`src/rtl/mmio_io_ctrl_pkg.sv`:
```
// Register indices and STATUS/CTRL bit positions for the MMIO switch/LED controller.
package mmio_io_pkg;
  localparam int REG_STATUS  = 0;
  localparam int REG_LED     = 1;
  localparam int REG_CTRL    = 2;
  localparam int REG_SW_BASE = 3;

  localparam int STAT_LED_DONE = 0;
  localparam int STAT_SW_VALID = 1;
  localparam int STAT_SW_OVR   = 2;

  localparam int CTRL_AUTO_COMMIT = 0;
  localparam int CTRL_IRQ_EN      = 1;

  function automatic int byte_count(input int width);
    return (width + 7) / 8;
  endfunction
endpackage

```
`src/rtl/mmio_io_ctrl_if.sv`:
```
// CPU-side MMIO bus: single-cycle read/write strobes, registered read data.
interface mmio_io_ctrl_if #(
  parameter int ADDR_W = 3
) ();
  logic              pRead;
  logic              pWrite;
  logic [ADDR_W-1:0] addr;
  logic [31:0]       pWriteData;
  logic [31:0]       pReadData;

  modport master (output pRead, pWrite, addr, pWriteData, input pReadData);
  modport slave  (input pRead, pWrite, addr, pWriteData, output pReadData);
endinterface

```
`src/rtl/mmio_io_ctrl_debounce.sv`:
```
// Button debouncer: 2-FF synchroniser, stability counter, one-cycle press pulse.
// Level flips D+2 edges after the input first samples high; press is high the cycle after.
// No backpressure: press is a fire-and-forget pulse.
module io_debounce #(
  parameter int DEBOUNCE_CYCLES = 1000000
) (
  input  logic clk,
  input  logic reset,
  input  logic raw,
  output logic level,
  output logic press
);
  localparam int CW = $clog2(DEBOUNCE_CYCLES + 1);

  logic [1:0]    sync;
  logic [CW-1:0] cnt;

  always_ff @(posedge clk) begin
    if (!reset) begin
      sync  <= '0;
      cnt   <= '0;
      level <= 1'b0;
      press <= 1'b0;
    end else begin
      sync  <= {sync[0], raw};
      press <= 1'b0;
      if (sync[1] == level) begin
        cnt <= '0;
      end else if (cnt == CW'(DEBOUNCE_CYCLES - 1)) begin
        cnt   <= '0;
        level <= ~level;
        press <= ~level;
      end else begin
        cnt <= cnt + 1'b1;
      end
    end
  end
endmodule

```
`src/rtl/mmio_io_ctrl.sv`:
```
// MMIO switch/LED controller with debounced commit/capture buttons, status flags and irq.
// Reads and writes take effect at the strobe edge; no backpressure on the CPU bus.
module mmio_io_ctrl
  import mmio_io_pkg::*;
#(
  parameter int SW_WIDTH        = 16,
  parameter int LED_WIDTH       = 12,
  parameter int ADDR_W          = 3,
  parameter int DEBOUNCE_CYCLES = 1000000
) (
  input  logic                 clk,
  input  logic                 reset,
  mmio_io_ctrl_if.slave        bus,
  input  logic                 buttonL,
  input  logic                 buttonR,
  input  logic [SW_WIDTH-1:0]  switch,
  output logic [LED_WIDTH-1:0] led,
  output logic                 irq
);
  localparam int SW_BYTES = byte_count(SW_WIDTH);

  if (REG_SW_BASE + SW_BYTES > 2**ADDR_W) begin : g_addr_chk
    $error("ADDR_W too small for SW_WIDTH");
  end
  if (LED_WIDTH < 1 || LED_WIDTH > 32) begin : g_led_chk
    $error("LED_WIDTH must be 1..32");
  end

  logic                 press_l, press_r;
  logic                 lvl_l_unused, lvl_r_unused;
  logic [LED_WIDTH-1:0] staged;
  logic [SW_WIDTH-1:0]  capture;
  logic [SW_BYTES*8-1:0] cap_pad;
  logic                 led_done, sw_valid, sw_ovr, auto_commit, irq_en;
  logic                 wr_led, wr_ctrl, wr_stat, sw_rd_clr;
  logic                 sw_valid_n, irq_en_n;
  logic [31:0]          rdata;
  logic                 unused_wdata;

  io_debounce #(.DEBOUNCE_CYCLES(DEBOUNCE_CYCLES)) u_db_l (
    .clk(clk), .reset(reset), .raw(buttonL), .level(lvl_l_unused), .press(press_l)
  );
  io_debounce #(.DEBOUNCE_CYCLES(DEBOUNCE_CYCLES)) u_db_r (
    .clk(clk), .reset(reset), .raw(buttonR), .level(lvl_r_unused), .press(press_r)
  );

  assign unused_wdata = ^bus.pWriteData;
  assign cap_pad   = (SW_BYTES*8)'(capture);
  assign wr_led    = bus.pWrite && (bus.addr == ADDR_W'(REG_LED));
  assign wr_ctrl   = bus.pWrite && (bus.addr == ADDR_W'(REG_CTRL));
  assign wr_stat   = bus.pWrite && (bus.addr == ADDR_W'(REG_STATUS));
  assign sw_rd_clr = bus.pRead  && (bus.addr == ADDR_W'(REG_SW_BASE + SW_BYTES - 1));

  // A capture in the same cycle as the clearing read keeps SW_VALID set.
  assign sw_valid_n = press_r ? 1'b1 : (sw_rd_clr ? 1'b0 : sw_valid);
  assign irq_en_n   = wr_ctrl ? bus.pWriteData[CTRL_IRQ_EN] : irq_en;

  always_comb begin
    rdata = '0;
    if (bus.addr == ADDR_W'(REG_STATUS)) begin
      rdata[STAT_LED_DONE] = led_done;
      rdata[STAT_SW_VALID] = sw_valid;
      rdata[STAT_SW_OVR]   = sw_ovr;
    end else if (bus.addr == ADDR_W'(REG_LED)) begin
      rdata = 32'(staged);
    end else if (bus.addr == ADDR_W'(REG_CTRL)) begin
      rdata[CTRL_AUTO_COMMIT] = auto_commit;
      rdata[CTRL_IRQ_EN]      = irq_en;
    end
    for (int i = 0; i < SW_BYTES; i++) begin
      if (bus.addr == ADDR_W'(REG_SW_BASE + i)) rdata = {24'b0, cap_pad[i*8 +: 8]};
    end
  end

  always_ff @(posedge clk) begin
    if (!reset) begin
      bus.pReadData <= '0;
      led           <= '0;
      staged        <= '0;
      capture       <= '0;
      led_done      <= 1'b0;
      sw_valid      <= 1'b0;
      sw_ovr        <= 1'b0;
      auto_commit   <= 1'b0;
      irq_en        <= 1'b0;
      irq           <= 1'b0;
    end else begin
      if (bus.pRead) bus.pReadData <= rdata;

      // Commit first so a same-cycle LED_DATA write overrides staged/LED_DONE.
      if (press_l) begin
        led      <= staged;
        led_done <= 1'b1;
      end
      if (wr_led) begin
        staged <= bus.pWriteData[LED_WIDTH-1:0];
        if (auto_commit) begin
          led      <= bus.pWriteData[LED_WIDTH-1:0];
          led_done <= 1'b1;
        end else begin
          led_done <= 1'b0;
        end
      end

      if (wr_ctrl) begin
        auto_commit <= bus.pWriteData[CTRL_AUTO_COMMIT];
        irq_en      <= bus.pWriteData[CTRL_IRQ_EN];
      end

      if (press_r) capture <= switch;
      sw_valid <= sw_valid_n;
      if (press_r && sw_valid && !sw_rd_clr) sw_ovr <= 1'b1;
      else if (wr_stat && bus.pWriteData[STAT_SW_OVR]) sw_ovr <= 1'b0;

      irq <= sw_valid_n & irq_en_n;
    end
  end
endmodule

```
`src/flat_wrapper.sv`:
```
// flat-port wrapper written by rule: the top's interface ports become plain ports
module mmio_io_ctrl_flat import mmio_io_pkg::*;
#(
  parameter int SW_WIDTH        = 16,
  parameter int LED_WIDTH       = 12,
  parameter int ADDR_W          = 3,
  parameter int DEBOUNCE_CYCLES = 1000000
)
  (clk, reset, buttonL, buttonR, switch, led, irq, bus_pRead, bus_pWrite, bus_addr, bus_pWriteData, bus_pReadData);
  mmio_io_ctrl_if #(.ADDR_W(ADDR_W)) bus_i ();
  input  logic clk;
  input  logic reset;
  input  logic buttonL;
  input  logic buttonR;
  input  logic [SW_WIDTH-1:0] switch;
  output logic [LED_WIDTH-1:0] led;
  output logic irq;
  input wire logic [$bits(bus_i.pRead)-1:0] bus_pRead;
  input wire logic [$bits(bus_i.pWrite)-1:0] bus_pWrite;
  input wire logic [$bits(bus_i.addr)-1:0] bus_addr;
  input wire logic [$bits(bus_i.pWriteData)-1:0] bus_pWriteData;
  output wire logic [$bits(bus_i.pReadData)-1:0] bus_pReadData;
  assign bus_i.pRead = bus_pRead;
  assign bus_i.pWrite = bus_pWrite;
  assign bus_i.addr = bus_addr;
  assign bus_i.pWriteData = bus_pWriteData;
  assign bus_pReadData = bus_i.pReadData;
  mmio_io_ctrl #(.SW_WIDTH(SW_WIDTH), .LED_WIDTH(LED_WIDTH), .ADDR_W(ADDR_W), .DEBOUNCE_CYCLES(DEBOUNCE_CYCLES)) u_core (.clk(clk), .reset(reset), .bus(bus_i), .buttonL(buttonL), .buttonR(buttonR), .switch(switch), .led(led), .irq(irq));
endmodule
```
`config.mk`:
```
export PLATFORM = sky130hd
export DESIGN_NAME = mmio_io_ctrl_flat
export DESIGN_NICKNAME = d
export VERILOG_FILES = /design/src/rtl/mmio_io_ctrl_pkg.sv /design/src/rtl/mmio_io_ctrl_if.sv /design/src/rtl/mmio_io_ctrl_debounce.sv /design/src/rtl/mmio_io_ctrl.sv /design/src/flat_wrapper.sv
export SDC_FILE = /design/constraint.sdc
export NUM_CORES = 1
export LEC_CHECK = 0
export CAP_MARGIN = 20
export CORE_AREA = 2 2 105 107
export CTS_CLUSTER_DIAMETER = 200
export DETAILED_ROUTE_END_ITERATION = 8
export DIE_AREA = 0 0 107 109
export PLACE_DENSITY_LB_ADDON = 0.3
export SYNTH_ARGS = -nofsm -noshare
export SYNTH_HDL_FRONTEND = slang
export SYNTH_SLANG_ARGS = --single-unit
```
`constraint.sdc`:
```
create_clock -name clk -period 2.02 [get_ports clk]
set_input_delay 0.606 -clock clk [delete_from_list [all_inputs] [get_ports clk]]
set_output_delay 0.606 -clock clk [all_outputs]
set_load 0.01 [all_outputs]
```
## Word level (Yosys, flattened, before mapping)

Cells that the tools add are included.
Widths: inputs -> output; s select.

- Output and inout port bits: 45
- Word-level logic and storage cells: 71
- Register bits: 126
- Input port bits: 57

- Bitwise logic cells: 8
- Add/sub/neg operators: 2
- Multiplexer cells: 18
- Reductions and logical operators: 17
- Equality and inequality tests: 8

Operator list:

| kind | number |
|---|---|
| $mux 12 | 5 |
| $add 20x1->20 const B | 2 |
| $eq 20x20->1 const B | 2 |
| $reduce_or 3->1 | 4 |
| $mux 10 | 1 |
| $mux 9 | 1 |
| $mux 1 | 8 |
| $logic_and 1x1->1 | 7 |
| $not 1->1 | 7 |
| $eq 3x2->1 const B | 2 |
| $mux 2 | 2 |
| $reduce_and 2->1 | 2 |
| $reduce_bool 2->1 | 2 |
| $eq 3x1->1 const B | 1 |
| $eq 3x3->1 const B | 1 |
| $logic_not 3->1 | 1 |
| $mux 3 | 1 |
| $eq 1x1->1 | 2 |
| $and 1x1->1 | 1 |
| $logic_not 1->1 | 1 |

## Depth between registers and ports, before layout

Gate-level depths: netlist of the first run.

- Depth in word-level cells: 6
- Depth in mapped cells: 6
- Depth with buffers taken out: 5

## Hierarchy

From an unflattened synthesis of the first run, not the netlist that was laid out.

- Cells, all modules: 519
- Area, all modules: 4858.4 um^2

Modules (own cells, without submodules):

| module | cells an instance | seq. area each (um^2) | area an instance (um^2) | times used |
|---|---|---|---|---|
| mmio_io_ctrl | 283 | 1161.1 | 2646.3 | 1 |
| io_debounce | 118 | 480.5 | 1106.1 | 2 |

## Worst setup path before layout of the first run

Ideal clock, no wire load.

- Kind: input port to flip-flop
- Start: input port bus_addr[1]
- End: register u_core.irq
- Setup slack: 0.241 ns
- Required time: 1.889 ns
- Library setup time: 0.131 ns
- Stages on the path: 5
- Buffers on the path: 1
- Arrival: 1.647 ns
- Cells stage by stage: buf_2 inv_1 nor4b_1 mux2i_1 nor3_1

- Cells in the longest elaborated chain, start to end: 5
- Elaborated cells between the ends (all ways): 8
- Classes of those cells: eq/ne (2); mux (3); bitwise (1); reduce/logical (2)

RTL lines:

| item | RTL line | text |
|---|---|---|
| from (decl) | flat_wrapper.sv:20 | `input wire logic [$bits(bus_i.addr)-1:0] bus_addr;` |
| $eq 3x3->1 | mmio_io_ctrl.sv:52 | `assign sw_rd_clr = bus.pRead && (bus.addr == ADDR_W'(REG_SW_BASE + SW_BYTES - 1));` |
| $logic_and 1x1->1 | mmio_io_ctrl.sv:52 |  |
| $mux 1 (2 in a row) | mmio_io_ctrl.sv:55 | `assign sw_valid_n = press_r ? 1'b1 : (sw_rd_clr ? 1'b0 : sw_valid);` |
| $and 1x1->1 * | mmio_io_ctrl.sv:115 | `irq <= sw_valid_n & irq_en_n;` |
| to (signal assigned) | mmio_io_ctrl.sv:115 |  |
| to (decl) | mmio_io_ctrl.sv:18 | `output logic irq` |

Mark *: on every way between the ends. The rest lies on a longest branch, timed or not.
A chain may end at the register's enable or synchronous reset.

## Worst setup path in the final report of the first run

- Start: register u_core.led[2]
- End: output port led[2]

RTL lines:

| item | RTL line | text |
|---|---|---|
| from (decl) | mmio_io_ctrl.sv:17 | `output logic [LED_WIDTH-1:0] led,` |
| from (signal assigned) | mmio_io_ctrl.sv:92 | `led <= staged;` |
| from (signal assigned) | mmio_io_ctrl.sv:98 | `led <= bus.pWriteData[LED_WIDTH-1:0];` |
| to (decl) | flat_wrapper.sv:16 | `output logic [LED_WIDTH-1:0] led;` |

No word-level cell between the ends.

==> results_dict.tcl, run 1 <==
set metrics [dict create \
    clk_latency_ns 0.37 \
    syn_to_final_growth_pct 22.2 \
    r2r-end "u_core.u_db_l.cnt[15]$_SDFF_PP0_" \
    post_cts_resized 0 \
    hold_violations 0 \
    critPathTopFamily "buffers and inverters" \
    grt_pass1_vias 3547 \
    power_density_nw_per_um2 647 \
    path_class "reg2out" \
    rsz0062_at_grt "false" \
    clockBufferDepth 2 \
    outcome "completed" \
    setup_slack_ns 0.110 \
    htree_levels 3 \
    synthCells 518 \
    dp_hpwl_mm 7.10 \
    clk_pin_slew_ns 0.11 \
    cp_max_fo 2 \
    pin_count 102 \
    grtUsageTotal 0.175 \
    dr.pass1.iters 4 \
    async_flop_share 0 \
    mappedNetlistArea_sq_um 4590 \
    clock_sinks 106 \
    skew_ns 0.0120 \
    drcViolationCount 0 \
    wire_per_inst_microns 13.4 \
    synthFlopType "dfxtp_1" \
    startpoint "u_core.led[2]$_SDFF_PN0_" \
    first_iter_violations 133 \
    holdWs_ns 0.450 \
    start_util 0.433 \
    die_height_microns 109 \
    multiInputGateArea_sq_um 2230 \
    instances_no_fill 731 \
    startpoint_type "flop" \
    yosys_warnings 0 \
    wirelength_mm 9.82 \
    ff_latch_area_sq_um 2120 \
    n_antenna_cell 0 \
    port_buffers 61 \
    fp.coreArea_sq_um 10600 \
    cp.depth 1 \
    grt_pass1_wl_mm 16.4 \
    cts_buffers 9 \
    nNetsFinal 645 \
    gp_congestion 0.789 \
    slowest_delay_ns 0.55 \
    path_cells "clkdlybuf4s50_1" \
    cp_num_buf_inv 1 \
    grt_start_max_net_pins 58 \
    final_layout_size_suffix_gt1_frac 0.0846 \
    synth.distinct_cells 48 \
    avgSynthCellArea_sq_um 8.86 \
    end_kind "output pin" \
    antenna_left 0 \
    cts_root_buf "clkbuf_8" \
    fmax_mhz 524 \
    dieArea_sq_um 11700 \
    worstRegToRegCells 4 \
    final_core_util 0.529 \
    dpl_worst_slack_ns -0.133 \
    cts_tree "built" \
    min_period_over_period 0.945 \
    crit_slowest_cell "clkdlybuf4s50_1" \
    routed_via_density 5.09 \
    min_path_type "reg2reg" \
    maxCapViolCount 0 \
    ys_ff_latch 106 \
    tns_ns 0 \
    fp.dieW_microns 107 \
    reg2reg_from "u_core.u_db_l.cnt[6]$_SDFF_PP0_" \
    ff2ff_setup_slack_ns 0.18 \
    nFillCells 995 \
    grt_antenna_before_repair 0 \
    row_count 38 \
    crit_arrival_ns 1.30 \
    maxSlewViolCount 0 \
    vias 3722 \
    synth_edf_count 0 \
    yosysSeqAreaShare 0.462 \
    postCtsSetupRepairBufs 0 \
    cp.required_ns 1.41 \
    period_needed_ns 1.91 \
    crit_end "led[2]" \
    overflow 0 \
    peakVddDrop_v 0.000352 \
    setup_viol 0 \
    place_inst 715 \
    hold_buffers 0 \
    leakage_nw 1.88 \
]
[worst min-delay path by stage]
stage / cells past startpoint / endpoint / slack [ns] / start
finish: 1 / u_core.u_db_r.sync[1]$_SDFF_PN0_ / 0.45 / u_core.u_db_r.sync[0]$_SDFF_PN0_
global route: 1 / u_core.u_db_l.sync[1]$_SDFF_PN0_ / 0.47 / u_core.u_db_l.sync[0]$_SDFF_PN0_
detailed placement: 1 / u_core.u_db_l.sync[1]$_SDFF_PN0_ / 0.43 / u_core.u_db_l.sync[0]$_SDFF_PN0_
CTS: 1 / u_core.u_db_r.sync[1]$_SDFF_PN0_ / 0.45 / u_core.u_db_r.sync[0]$_SDFF_PN0_
floorplan: 1 / u_core.u_db_l.sync[1]$_SDFF_PN0_ / 0.41 / u_core.u_db_l.sync[0]$_SDFF_PN0_
global placement: 1 / u_core.u_db_l.sync[1]$_SDFF_PN0_ / 0.43 / u_core.u_db_l.sync[0]$_SDFF_PN0_
[per-layer routing]
layer  wire length [microns]  GRT usage  up-vias
met3                     413     0.0353        4
li1                        -          -     1905
met4                      46     0.0492        0
met1                    4350      0.211     1744
met2                    5020      0.318       69
met5                       0          0        -
[through the flow]
stage,cell area [sq um],power [mW]
final,5610,3.63
after global routing,5610,3.78
after CTS,5610,3.68
after detailed placement,5420,2.41
after global placement,5420,2.41
after floorplan,4660,2.29
[cell type report]
class | count | share of cell area
multi-input combinational | 370 | 0.398
clock inverter | 6 | 0.0100
timing repair buffer | 87 | 0.150
inverter | 12 | 0.00803
sequential | 106 | 0.378
clock buffer | 10 | 0.0245
tap | 140 | 0.0312
[where the power goes]
group,switching (mW),internal [mW]
Combinational,0.115,0.125
Sequential,0.0132,2.11
Clock,0.756,0.511
[cells by family (layout without fill, tap and decap cells)]
kind of cell / Yosys count / in the layout / share of synthesized area
xor+xnor: 27 / 27 / 0.0515
compound gates: 85 / 85 / 0.117
mux: 33 / 33 / 0.0750
other cells: 1 / 20 / 0.000817
simple gates: 203 / 203 / 0.221
fa+ha+maj: 2 / 2 / 0.00545
flops: 106 / 106 / 0.462
buf+inv: 61 / 115 / 0.0676
[placed cells by master (no fill, tap or decap), types with 8 or more instances in the layout]
master / instances
xor2_1: 19
mux2i_1: 31
dfxtp_1: 106
nor2_1: 74
or3_1: 9
a21oi_1: 32
and2_1: 8
o21ai_0: 13
conb_1: 20
xnor2_1: 8
nand3_1: 17
buf_4: 23
a211oi_1: 17
inv_1: 12
clkbuf_8: 10
nand4_1: 18
clkdlybuf4s50_1: 61
nand2_1: 39
[state kept, by name (all words and copies together), names as in the netlist]
register              cells
u_core.u_db_l.cnt        20
u_core.u_db_r.cnt        20
u_core.cap_pad           16
u_core.bus.pReadData     12
u_core.led               12
u_core.staged            12
u_core.u_db_l.sync        2
u_core.u_db_r.sync        2
u_core.auto_commit        1
u_core.irq                1
u_core.irq_en             1
u_core.led_done           1
u_core.sw_ovr             1
u_core.sw_valid           1
u_core.u_db_l.level       1
u_core.u_db_l.press       1
u_core.u_db_r.level       1
u_core.u_db_r.press       1
[synthesized netlist by cell type (all sizes together) (9+ instances only)]
master | n | share of area
buf | 27 | 0.040
xor2 | 19 | 0.036
nand3 | 18 | 0.021
clkbuf | 22 | 0.018
o21ai | 14 | 0.015
inv | 12 | 0.0098
nor2 | 74 | 0.061
mux2i | 31 | 0.068
or3 | 9 | 0.012
nand2 | 39 | 0.032
a21oi | 32 | 0.035
dfxtp | 106 | 0.46
a211oi | 17 | 0.028
nand4 | 18 | 0.025
No activity file was read; power rests on OpenSTA's default activity.
==> run 2: changes to the inputs <==
--- a/config.mk
+++ b/config.mk
@@ -6,10 +6,10 @@
 export NUM_CORES = 1
 export LEC_CHECK = 0
 export CAP_MARGIN = 20
-export CORE_AREA = 2 2 105 107
+export CORE_AREA = 2 2 111 113
 export CTS_CLUSTER_DIAMETER = 200
 export DETAILED_ROUTE_END_ITERATION = 8
-export DIE_AREA = 0 0 107 109
+export DIE_AREA = 0 0 113 115
 export PLACE_DENSITY_LB_ADDON = 0.3
 export SYNTH_ARGS = -nofsm -noshare
 export SYNTH_HDL_FRONTEND = slang
==> run 2 against run 1 <==
The flow now finishes with violations (design-rule violations). Core utilization is 4.4 points lower. Routed wire length is 4.0% higher. Sequential power hardly changed. Die area is 11% higher. Combinational power hardly changed. Via count is 0.91% higher. Clock-buffer cell count is 1 lower. Highest routed layer unchanged. First-iteration DRC count is 120% higher. Worst hold slack worse by 0.0059 ns.
==> results_dict.tcl, run 2 (synthesis results as in run 1) <==
set metrics [dict create \
    dr.pass1.iters 6 \
    dieArea_sq_um 13000 \
    power_frac_comb 0.059 \
    dp_hpwl_mm 7.27 \
    tns_ns 0 \
    post_cts_resized 0 \
    clkPwrFrac 0.427 \
    setup_viol 0 \
    cts_tree "built" \
    crit_slowest_cell "clkdlybuf4s50_1" \
    rsz0062_at_grt "false" \
    wirelength_mm 10.2 \
    period_needed_ns 1.85 \
    clockBufferDepth 2 \
    final_common_cell "dfxtp_1" \
    pin_count 102 \
    clk_latency_ns 0.34 \
    fp.coreArea_sq_um 11800 \
    cp.required_ns 1.41 \
    startpoint_type "flop" \
    port_buffers 61 \
    gp_congestion 0.810 \
    drcViolationCount 12 \
    path_cells "clkdlybuf4s50_1" \
    grtUsageTotal 0.162 \
    clock_sinks 106 \
    min_path_type "reg2reg" \
    final_layout_size_suffix_gt1_frac 0.0861 \
    crit_arrival_ns 1.24 \
    critPathTopFamily "buffers and inverters" \
    postCtsSetupRepairBufs 0 \
    skew_ns 0.00724 \
    cts_buffers 9 \
    min_period_over_period 0.916 \
    die_height_microns 115 \
    maxSlewViolCount 0 \
    n_antenna_cell 0 \
    peakVddDrop_v 0.000388 \
    switchingPower_mw 0.922 \
    fp.dieW_microns 113 \
    antenna_left 0 \
    grt_pass1_wl_mm 17.1 \
    final_core_util 0.485 \
    power_density_nw_per_um2 720 \
    slowest_delay_ns 0.55 \
    hold_violations 0 \
    wire_per_inst_microns 13.8 \
    grt_antenna_before_repair 0 \
    power.total_mw 4.13 \
    clk_pin_slew_ns 0.07 \
    grt_start_max_net_pins 58 \
    syn_to_final_growth_pct 24.9 \
    p_sw_frac 0.223 \
    outcome "complete, but fails checks" \
    p_int_mw 3.21 \
    row_count 40 \
    end_kind "output pin" \
    cts_root_buf "clkbuf_16" \
    overflow 0 \
    routed_via_density 5.08 \
    grt_pass1_vias 3638 \
    maxCapViolCount 0 \
    violations "design-rule violations" \
    cp_max_fo 2 \
    htree_levels 3 \
    seq_power_share 0.514 \
    fmax_mhz 540 \
    instances_no_fill 739 \
    path_class "reg2out" \
    start_util 0.389 \
    cp_num_buf_inv 1 \
    layout_common_cells "dfxtp_1 (106), nor2_1 (74), clkdlybuf4s50_1 (61)" \
    nNetsFinal 646 \
    first_iter_violations 290 \
    hold_buffers 0 \
    vias 3756 \
    place_inst 723 \
    leakage_nw 1.94 \
]
-- run 2: worst paths after layout --
check	from	to	slack (ns)	cells after the start
setup / recovery	u_core.led[5]$_SDFF_PN0_	led[5]	0.17	1
hold / removal	u_core.u_db_l.sync[0]$_SDFF_PN0_	u_core.u_db_l.sync[1]$_SDFF_PN0_	0.44	1
setup reg to reg	u_core.u_db_l.cnt[6]$_SDFF_PP0_	u_core.u_db_l.cnt[19]$_SDFF_PP0_	0.17	4
hold reg to reg	u_core.u_db_l.sync[0]$_SDFF_PN0_	u_core.u_db_l.sync[1]$_SDFF_PN0_	0.44	1
-- run 2: final cells by class --
cell class,instances,area (sq um)
clock inverter,7,75.1
inverter,12,45.0
tap,147,184
sequential,106,2120
multi-input combinational,370,2230
fill,1162,6080
clock buffer,9,225
timing repair buffer,88,851
-- run 2: metrics by stage --
stage	worst slack (ns)	cell area, sq um	hold slack (ns)
global placement	-0.126	5430	0.423
finish	0.169	5730	0.444
floorplan	0.241	4660	0.412
global route	0.0905	5730	0.456
CTS	0.166	5730	0.445
detailed placement	-0.139	5430	0.429
-- run 2: power groups by stage --
stage,registers (mW),logic [mW],clock network [mW]
6_report,2.12,0.243,1.76
5_1_grt,2.12,0.264,1.88
4_1_cts,2.12,0.243,1.81
3_5_place_dp,2.17,0.242,0
3_3_place_gp,2.17,0.239,0
2_1_floorplan,2.17,0.124,0
-- run 2: per-layer routing --
layer  global-route usage  share of wire
met4               0.0528          0.018
met3               0.0369          0.056
met1                0.203           0.45
met2                0.277           0.47
met5                    0              0
==> run 3: changes to the inputs <==
--- a/config.mk
+++ b/config.mk
@@ -7,10 +7,10 @@
 export LEC_CHECK = 0
 export CAP_MARGIN = 20
 export CORE_AREA = 2 2 111 113
-export CTS_CLUSTER_DIAMETER = 200
 export DETAILED_ROUTE_END_ITERATION = 8
 export DIE_AREA = 0 0 113 115
 export PLACE_DENSITY_LB_ADDON = 0.3
+export SLEW_MARGIN = 20
 export SYNTH_ARGS = -nofsm -noshare
 export SYNTH_HDL_FRONTEND = slang
 export SYNTH_SLANG_ARGS = --single-unit
==> constraint.sdc (replaced) <==
create_clock -name clk -period 2.02 [get_ports clk]
set_input_delay 0.404 -clock clk [delete_from_list [all_inputs] [get_ports clk]]
set_output_delay 0.404 -clock clk [all_outputs]
set_load 0.01 [all_outputs]
==> run 3 against run 2 <==
The flow still finishes with violations (design-rule violations). Sequential power hardly changed. Global-route usage is 0.13 points lower. First-iteration DRC count is 3.4% lower. Final cell count is 0.81% lower. Non-clock buffer count is 6 lower. Combinational power is 5% lower. Power is 1.3% lower. Clock power is 2% lower. Worst setup slack better by 0.039 ns. Die area stayed put. Sequential cell count stayed put. Critical path depth is 3 higher.
==> results_dict.tcl, run 3 (synthesis results as in run 1) <==
set metrics [dict create \
    outcome "complete, but fails checks" \
    violations "design-rule violations" \
    dieArea_sq_um 13000 \
    gp_congestion 0.774 \
    power_density_nw_per_um2 720 \
    slowest_delay_ns 0.64 \
    leakage_nw 1.89 \
    clk_latency_ns 0.35 \
    skew_ns 0.00979 \
    post_cts_resized 0 \
    postCtsSetupRepairBufs 0 \
    clk_pin_slew_ns 0.08 \
    dp_hpwl_mm 7.29 \
    final_core_util 0.479 \
    switchingPower_mw 0.975 \
    cp.required_ns 2.30 \
    cp_max_fo 7 \
    critPathTopFamily "simple AND/OR/NAND/NOR gates" \
    seq_power_share 0.521 \
    drcViolationCount 12 \
    clock_sinks 106 \
    final_common_cell "dfxtp_1" \
    syn_to_final_growth_pct 23.2 \
    vias 3745 \
    pin_count 102 \
    port_buffers 61 \
    row_count 40 \
    fmax_mhz 552 \
    p_sw_frac 0.239 \
    min_period_over_period 0.897 \
    power_frac_comb 0.057 \
    p_int_mw 3.10 \
    min_path_type "reg2reg" \
    fp.coreArea_sq_um 11800 \
    grt_start_max_net_pins 58 \
    antenna_left 0 \
    grt_pass1_vias 3556 \
    maxSlewViolCount 0 \
    path_class "reg2reg" \
    fp.dieW_microns 113 \
    die_height_microns 115 \
    crit_slowest_cell "or4_1" \
    tns_ns 0 \
    final_layout_size_suffix_gt1_frac 0.0768 \
    wirelength_mm 10.2 \
    startpoint_type "flop" \
    dr.pass1.iters 6 \
    nFillCells 1136 \
    n_antenna_cell 0 \
    grt_antenna_before_repair 0 \
    period_needed_ns 1.81 \
    peakVddDrop_v 0.000361 \
    hold_buffers 0 \
    htree_levels 3 \
    setup_viol 0 \
    grt_pass1_wl_mm 16.9 \
    end_kind "flop" \
    overflow 0 \
    clkPwrFrac 0.423 \
    cp_num_buf_inv 0 \
    first_iter_violations 280 \
    cts_buffers 9 \
    start_util 0.389 \
    routed_via_density 5.11 \
    setup_slack_ns 0.208 \
    layout_common_cells "dfxtp_1 (106), nor2_1 (74), clkdlybuf4s50_1 (61)" \
    cts_tree "built" \
    maxCapViolCount 0 \
    rsz0062_at_grt "false" \
    dpl_worst_slack_ns 0.0270 \
    clockBufferDepth 2 \
    path_cells "nand3_2 -> or4_1 -> or3_1 -> a21oi_1" \
    hold_violations 0 \
    wire_per_inst_microns 13.9 \
    grtUsageTotal 0.160 \
    cts_root_buf "clkbuf_16" \
    crit_arrival_ns 2.10 \
    nNetsFinal 640 \
]
## run 3: cell count changes in the layout (fill, tap and decap cells not counted)
cell        change
clkinv_2        -2
clkinvlp_4      +1
inv_6           -1
buf_12          -2
buf_4           -4
bufinv_16       -1
inv_8           +3
## run 3: stage by stage
stage / hold WS [ns] / power (mW) / instances / area (sq um)
finish: 0.443 / 4.07 / 733 / 5650
floorplan: 0.412 / 2.29 / 537 / 4660
global placement: 0.428 / 2.40 / 717 / 5360
detailed placement: 0.430 / 2.40 / 717 / 5360
global route: 0.466 / 4.24 / 733 / 5650
CTS: 0.449 / 4.12 / 733 / 5650
## run 3: path summary, 6_finish.rpt
path	slack (ns)	startpoint	end	cells past startpoint
worst max-delay path	0.21	u_core.u_db_l.cnt[6]$_SDFF_PP0_	u_core.u_db_l.cnt[15]$_SDFF_PP0_	4
worst min-delay path	0.44	u_core.u_db_r.sync[0]$_SDFF_PN0_	u_core.u_db_r.sync[1]$_SDFF_PN0_	1
worst max register to register	0.21	u_core.u_db_l.cnt[6]$_SDFF_PP0_	u_core.u_db_l.cnt[15]$_SDFF_PP0_	4
worst min register to register	0.44	u_core.u_db_r.sync[0]$_SDFF_PN0_	u_core.u_db_r.sync[1]$_SDFF_PN0_	1
## run 3: metal layers
layer	GRT usage	part of all wire	up-vias	routed length, microns
met5	0	0	-	0
met4	0.0602	0.018	0	185
met3	0.0258	0.062	14	627
met1	0.206	0.45	1747	4630
met2	0.273	0.47	86	4740
li1	-	-	1898	-
## run 3: layout make-up
type                    count  area, sq um  area share
flip-flops and latches    106         2120       0.375
multi-input cells         370         2230       0.394
clock buffers               9          225      0.0398
well taps                 147          184      0.0325
clock inverters             7         67.6      0.0119
inverters                  12         45.0     0.00797
repair buffers             82          781       0.138
## run 3: power by group through the flow
stage	Sequential (mW)	Combinational [mW]	Clock, mW
6_report	2.12	0.232	1.72
5_1_grt	2.12	0.253	1.86
4_1_cts	2.12	0.233	1.77
3_5_place_dp	2.17	0.231	0
3_3_place_gp	2.17	0.229	0
2_1_floorplan	2.17	0.124	0
